<file path="config.mk">
export PLATFORM = sky130hd
export DESIGN_NAME = pc_wd_display_scanner_flat
export DESIGN_NICKNAME = d
export VERILOG_FILES = /design/src/rtl/pc_wd_display_scanner_pkg.sv /design/src/rtl/pc_wd_display_scanner_if.sv /design/src/rtl/pc_wd_display_scanner_hex_to_seg7.sv /design/src/rtl/pc_wd_display_scanner.sv /design/src/flat_wrapper.sv
export SDC_FILE = /design/constraint.sdc
export NUM_CORES = 1
export LEC_CHECK = 0
export ABC_AREA = 1
export CAP_MARGIN = 20
export CORE_MARGIN = 2
export CORE_UTILIZATION = 42
export CTS_BUF_LIST = sky130_fd_sc_hd__clkbuf_8
export DETAILED_ROUTE_END_ITERATION = 16
export PLACE_DENSITY = 0.66
export SETUP_SLACK_MARGIN = 0.02
export SYNTH_ARGS = -nofsm -noshare
export SYNTH_HDL_FRONTEND = slang
export SYNTH_HIERARCHICAL = 1
export SYNTH_SLANG_ARGS = --single-unit
</file>
<file path="constraint.sdc">
create_clock -name Clk -period 2.9 [get_ports Clk]
set_input_delay 0.58 -clock Clk [delete_from_list [all_inputs] [get_ports Clk]]
set_output_delay 0.58 -clock Clk [all_outputs]
set_load 0.005 [all_outputs]
</file>
<file path="src/rtl/pc_wd_display_scanner_pkg.sv">
// rtl/pc_wd_display_scanner_pkg.sv - shared constants for the PC/WriteData display scanner
package pc_wd_display_scanner_pkg;

  localparam int NUM_DIGITS = 8;

  // All segments dark / all digits disabled (active-low display).
  localparam logic [6:0] SEG_BLANK = 7'h7F;
  localparam logic [7:0] AN_OFF    = 8'hFF;

  // Active-low {g,f,e,d,c,b,a} patterns; entry N is the glyph for hex digit N.
  localparam logic [15:0][6:0] SEG_TABLE = {
    7'b0001110,  // F
    7'b0000110,  // E
    7'b0100001,  // d
    7'b1000110,  // C
    7'b0000011,  // b
    7'b0001000,  // A
    7'b0010000,  // 9
    7'b0000000,  // 8
    7'b1111000,  // 7
    7'b0000010,  // 6
    7'b0010010,  // 5
    7'b0011001,  // 4
    7'b0110000,  // 3
    7'b0100100,  // 2
    7'b1111001,  // 1
    7'b1000000   // 0
  };

endpackage

</file>
<file path="src/rtl/pc_wd_display_scanner_if.sv">
// rtl/pc_wd_display_scanner_if.sv - processor debug inputs and display pins
interface pc_wd_display_scanner_if;

  logic [31:0] PCValue;
  logic [31:0] WriteData;
  logic        Page;
  logic        Freeze;
  logic [7:0]  An;
  logic [6:0]  Seg;
  logic        Dp;

  // Processor/board side: supplies values, observes the display pins.
  modport master (
    output PCValue, WriteData, Page, Freeze,
    input  An, Seg, Dp
  );

  // Scanner side.
  modport slave (
    input  PCValue, WriteData, Page, Freeze,
    output An, Seg, Dp
  );

endinterface

</file>
<file path="src/rtl/pc_wd_display_scanner_hex_to_seg7.sv">
// rtl/pc_wd_display_scanner_hex_to_seg7.sv - hex nibble to active-low seven-segment decoder
module hex_to_seg7
  import pc_wd_display_scanner_pkg::*;
(
  input  logic [3:0] nibble_i,
  output logic [6:0] seg_o
);

  assign seg_o = SEG_TABLE[nibble_i];

endmodule

</file>
<file path="src/rtl/pc_wd_display_scanner.sv">
// rtl/pc_wd_display_scanner.sv - 8-digit multiplexed display of PC and WriteData halves
module pc_wd_display_scanner
  import pc_wd_display_scanner_pkg::*;
#(
  parameter int REFRESH_DIV = 100000
) (
  input logic                      Clk,
  input logic                      Rst,
  pc_wd_display_scanner_if.slave   disp
);

  localparam int DIV_W = (REFRESH_DIV > 1) ? $clog2(REFRESH_DIV) : 1;
  localparam logic [DIV_W-1:0] DIV_LAST = DIV_W'(REFRESH_DIV - 1);

  logic [DIV_W-1:0] div_q, div_d;
  logic [2:0]       idx_q, idx_d;
  logic [31:0]      pc_s_q, pc_s_d;
  logic [31:0]      wd_s_q, wd_s_d;
  logic             page_s_q, page_s_d;
  logic [7:0]       an_q, an_d;
  logic [6:0]       seg_q, seg_d;
  logic             dp_q, dp_d;

  logic             tick;
  logic [15:0]      pc_half, wd_half, sel_half;
  logic [3:0]       nibble;

  assign tick = (div_q == DIV_LAST);

  hex_to_seg7 u_dec (
    .nibble_i (nibble),
    .seg_o    (seg_d)
  );

  // Next state: divider, digit index, frame-boundary snapshot and nibble select.
  always_comb begin
    div_d    = tick ? '0 : div_q + 1'b1;
    idx_d    = tick ? idx_q + 3'd1 : idx_q;
    pc_s_d   = pc_s_q;
    wd_s_d   = wd_s_q;
    page_s_d = page_s_q;
    // Only the frame boundary samples the inputs, so a frame never tears.
    if (tick && (idx_q == 3'd7) && !disp.Freeze) begin
      pc_s_d   = disp.PCValue;
      wd_s_d   = disp.WriteData;
      page_s_d = disp.Page;
    end

    pc_half  = page_s_q ? pc_s_q[31:16] : pc_s_q[15:0];
    wd_half  = page_s_q ? wd_s_q[31:16] : wd_s_q[15:0];
    sel_half = idx_q[2] ? pc_half : wd_half;
    nibble   = sel_half[3:0];
    case (idx_q[1:0])
      2'd0: nibble = sel_half[3:0];
      2'd1: nibble = sel_half[7:4];
      2'd2: nibble = sel_half[11:8];
      2'd3: nibble = sel_half[15:12];
      default: nibble = sel_half[3:0];
    endcase

    an_d = ~(8'b1 << idx_q);
    dp_d = (idx_q != 3'd4);
  end

  // State and output registers; outputs trail idx/snapshot by one cycle.
  always_ff @(posedge Clk) begin
    if (Rst) begin
      div_q    <= '0;
      idx_q    <= '0;
      pc_s_q   <= '0;
      wd_s_q   <= '0;
      page_s_q <= 1'b0;
      an_q     <= AN_OFF;
      seg_q    <= SEG_BLANK;
      dp_q     <= 1'b1;
    end else begin
      div_q    <= div_d;
      idx_q    <= idx_d;
      pc_s_q   <= pc_s_d;
      wd_s_q   <= wd_s_d;
      page_s_q <= page_s_d;
      an_q     <= an_d;
      seg_q    <= seg_d;
      dp_q     <= dp_d;
    end
  end

  assign disp.An  = an_q;
  assign disp.Seg = seg_q;
  assign disp.Dp  = dp_q;

endmodule

</file>
<file path="src/flat_wrapper.sv">
// flat-port wrapper written by rule: the top's interface ports become plain ports
module pc_wd_display_scanner_flat import pc_wd_display_scanner_pkg::*;
#(
  parameter int REFRESH_DIV = 100000
)
  (Clk, Rst, disp_PCValue, disp_WriteData, disp_Page, disp_Freeze, disp_An, disp_Seg, disp_Dp);
  pc_wd_display_scanner_if disp_i ();
  input logic Clk;
  input logic Rst;
  input wire logic [$bits(disp_i.PCValue)-1:0] disp_PCValue;
  input wire logic [$bits(disp_i.WriteData)-1:0] disp_WriteData;
  input wire logic [$bits(disp_i.Page)-1:0] disp_Page;
  input wire logic [$bits(disp_i.Freeze)-1:0] disp_Freeze;
  output wire logic [$bits(disp_i.An)-1:0] disp_An;
  output wire logic [$bits(disp_i.Seg)-1:0] disp_Seg;
  output wire logic [$bits(disp_i.Dp)-1:0] disp_Dp;
  assign disp_i.PCValue = disp_PCValue;
  assign disp_i.WriteData = disp_WriteData;
  assign disp_i.Page = disp_Page;
  assign disp_i.Freeze = disp_Freeze;
  assign disp_An = disp_i.An;
  assign disp_Seg = disp_i.Seg;
  assign disp_Dp = disp_i.Dp;
  pc_wd_display_scanner #(.REFRESH_DIV(REFRESH_DIV)) u_core (.Clk(Clk), .Rst(Rst), .disp(disp_i));
endmodule
</file>
==> run summary <==
status = finished clean
Synth Flop Type = dfxtp_1
Area Growth Syn to Fin = 22.9%
largest net degree at the start of global routing = 65
max-slew violation total from the final report = 0
post-CTS setup buffers = 0
# port buffers = 83
critical path class = reg -> reg
clk sinks = 100
number of global-route vias before repair = 4143
drt wl/cell = 12.2 um
syn_nets = 833
DP Wirelength = 8770 um
Hold Crit Start = u_core/div_q[0]
Vias/cell = 4.61
cell mode on critical path = nand2_1
Seq/Total Area, Yosys = 0.410
die area = 0.0125 sq mm
max incr delay on CP = 0.34 ns
Final Core Density = 0.527
Synth Warn # = 6
Worst EP required = 3.16 ns
H-Tree Depth = 3
unrepaired setup endpoints after global routing = no
most area-consuming cells after synthesis = dfxtp_1 (41%), nand2_1 (17%), nor2_1 (12%)
CP max FO = 5
crit-path leading delay family = simple AND/OR/NAND/NOR gates
Worst VDD drop = 0.269 mV
max-cap violation count = 0
Leakage = 2.90 nW
multi-input logic area = 0.00234 sq mm
core area = 0.0114 sq mm
Fmax = 0.389 GHz
cells on worst reg2reg path = 18
buffer and inverter count on the worst path = 4
Post-synth top cells = nand2_1 (225), nor2_1 (162), dfxtp_1 (100)
Chip Width = 112 um
Fill cells = 1179
1st-iter DRT viols = 230
Final min period = 2.57 ns
cts hold-fix bufs = 0
final hold vios = 0
synth unique cells = 25
root buffer cell = clkbuf_8
row cnt = 39
Clock Skew = 0.00899 ns
post-CTS sizing = 0
clk slew on worst S/H paths = 0.09 ns
ANT nets after route = 0
setup_tns = 0 ns
most common cell in the netlist = nand2_1
hold-critical path depth = 1
Post-route DRC = 0
register area = 0.00200 sq mm
Startpoint Class = flip-flop
nets@finish = 901
worst slew pin tran = 0.579 ns
Post-synth ARST share = 0
GRT Util Overall = 0.191
CTS tree = done
crit path DAT = 2.83 ns
Hold Path End = u_core/div_q[0]
first-pass GRT wire length = 19300 um
overflow left after global routing = 0
share of layout cells above drive strength 1 = 0.0474
Starting Density = 0.429
Placer Congestion = 0.853
via count = 4447
largest area contributor in the netlist = dfxtp_1
clock tree buffer depth = 2
drt pass-1 iters = 5
Setup violations, final = 0
PwrDens = 410 mW/mm^2
Die H = 112 um
RR Endpoint = u_core/disp.Seg[3]
flops & latches, synth = 100
Post-Synthesis Cells = 750
Critical Path Slowest Stage Cell = dfxtp_1
# diodes = 0
io pins = 84
critical-path cell list = inv_1 -> ha_1 -> inv_1 -> nor2_1 -> o211ai_1 -> nand2_1 -> nor2_1 -> nand2_1 -> nand2_1 -> nand2_1 -> inv_1 -> ha_1 -> inv_1 -> nand2_1 -> nand2_1 -> nand2_1 -> nand2_1 -> or2_2
crit path capture type = flip-flop
share of the synthesized area in the top cell type = 0.410
EDFF count, synth = 0
antenna violations before repair = 0
r2r setup slk = 0.33 ns
synthesized area = 0.00488 sq mm
worst min path class = reg -> reg
slew margin rel. = 0.613
fin crit share = 0.886
Post-Route WL = 11800 um
Reg2Reg Launch Point = u_core/idx_q[0]
Worst-Skew Late Latency = 0.36 ns
cts bufs inserted = 9
Avg Synthesized Cell Area = 6.50 sq um
==> cells in the final DEF (no fill, tap or decap), types with 7 or more instances in the layout <==
cell type	count
a21oi_1	24
o21ai_0	17
dfxtp_1	98
ha_1	15
clkdlybuf4s50_1	83
nand3_1	28
o211ai_1	16
inv_1	94
or2_2	9
clkbuf_8	9
nand2_1	225
buf_4	7
nor2_1	161
==> area by class of cell <==
class,instances,share of cell area
clock inverter,6,0.0138
multi-input combinational,520,0.391
inverter,96,0.0601
timing repair buffer,91,0.151
tap,143,0.0298
clock buffer,9,0.0207
sequential,100,0.334
==> registers in the layout, summed over array words and instances (netlist names) <==
register and count:
u_core/pc_s_q 32, u_core/wd_s_q 32, u_core/div_q 17, u_core/disp.An 8
u_core/disp.Seg 7, u_core/idx_q 3, u_core/page_s_q 1
==> per-layer routing <==
| metal | track usage | part of all wire | vias up |
|---|---|---|---|
| met3 | 0.0365 | 0.041 | 15 |
| met2 | 0.297 | 0.44 | 89 |
| li1 | - | - | 2390 |
| met5 | 0 | 0 | - |
| met1 | 0.259 | 0.49 | 1953 |
| met4 | 0.0840 | 0.021 | 0 |
==> stage by stage <==
stage	cell area, sq um	power, mW	hold WS, ns	setup slack [ns]	instances
after floorplan	4880	1.44	0.418	0.689	750
after global placement	5790	1.55	0.432	0.324	950
after detailed placement	5790	1.55	0.443	0.254	950
after CTS	5990	2.49	0.457	0.235	965
after global routing	6000	2.56	0.488	0.0458	965
final	6000	2.46	0.450	0.331	965
==> worst max-delay path by stage <==
stage                    startpoint                  to  slack (ns)  cells after the start
finish              u_core/idx_q[0]  u_core/disp.Seg[3]        0.33                     18
global route        u_core/idx_q[0]  u_core/disp.Seg[3]        0.05                     18
CTS                 u_core/idx_q[1]  u_core/disp.Seg[3]        0.24                     18
detailed placement  u_core/idx_q[1]  u_core/disp.Seg[3]        0.25                     18
global placement    u_core/idx_q[1]  u_core/disp.Seg[3]        0.32                     18
floorplan           u_core/idx_q[0]  u_core/disp.Seg[3]        0.69                     18
==> where the power goes <==
| part | leakage, nW | internal (mW) | switching, mW | total, mW |
|---|---|---|---|---|
| Sequential | 0.810 | 1.38 | 0.00357 | 1.38 |
| Clock | 0.104 | 0.475 | 0.465 | 0.941 |
| Combinational | 1.98 | 0.0949 | 0.0409 | 0.136 |
| Total | 2.90 | 1.95 | 0.510 | 2.46 |
==> logic make-up (layout without fill, tap and decap cells) <==
logic type,Yosys count,after routing,share of synthesized area
buf+inv,130,202,0.112
flops,100,100,0.410
compound gates,60,60,0.0698
fa+ha+maj,15,15,0.0385
xor+xnor,8,8,0.0144
simple gates,437,437,0.355
Note: power is estimated with default switching activity, not from simulation.
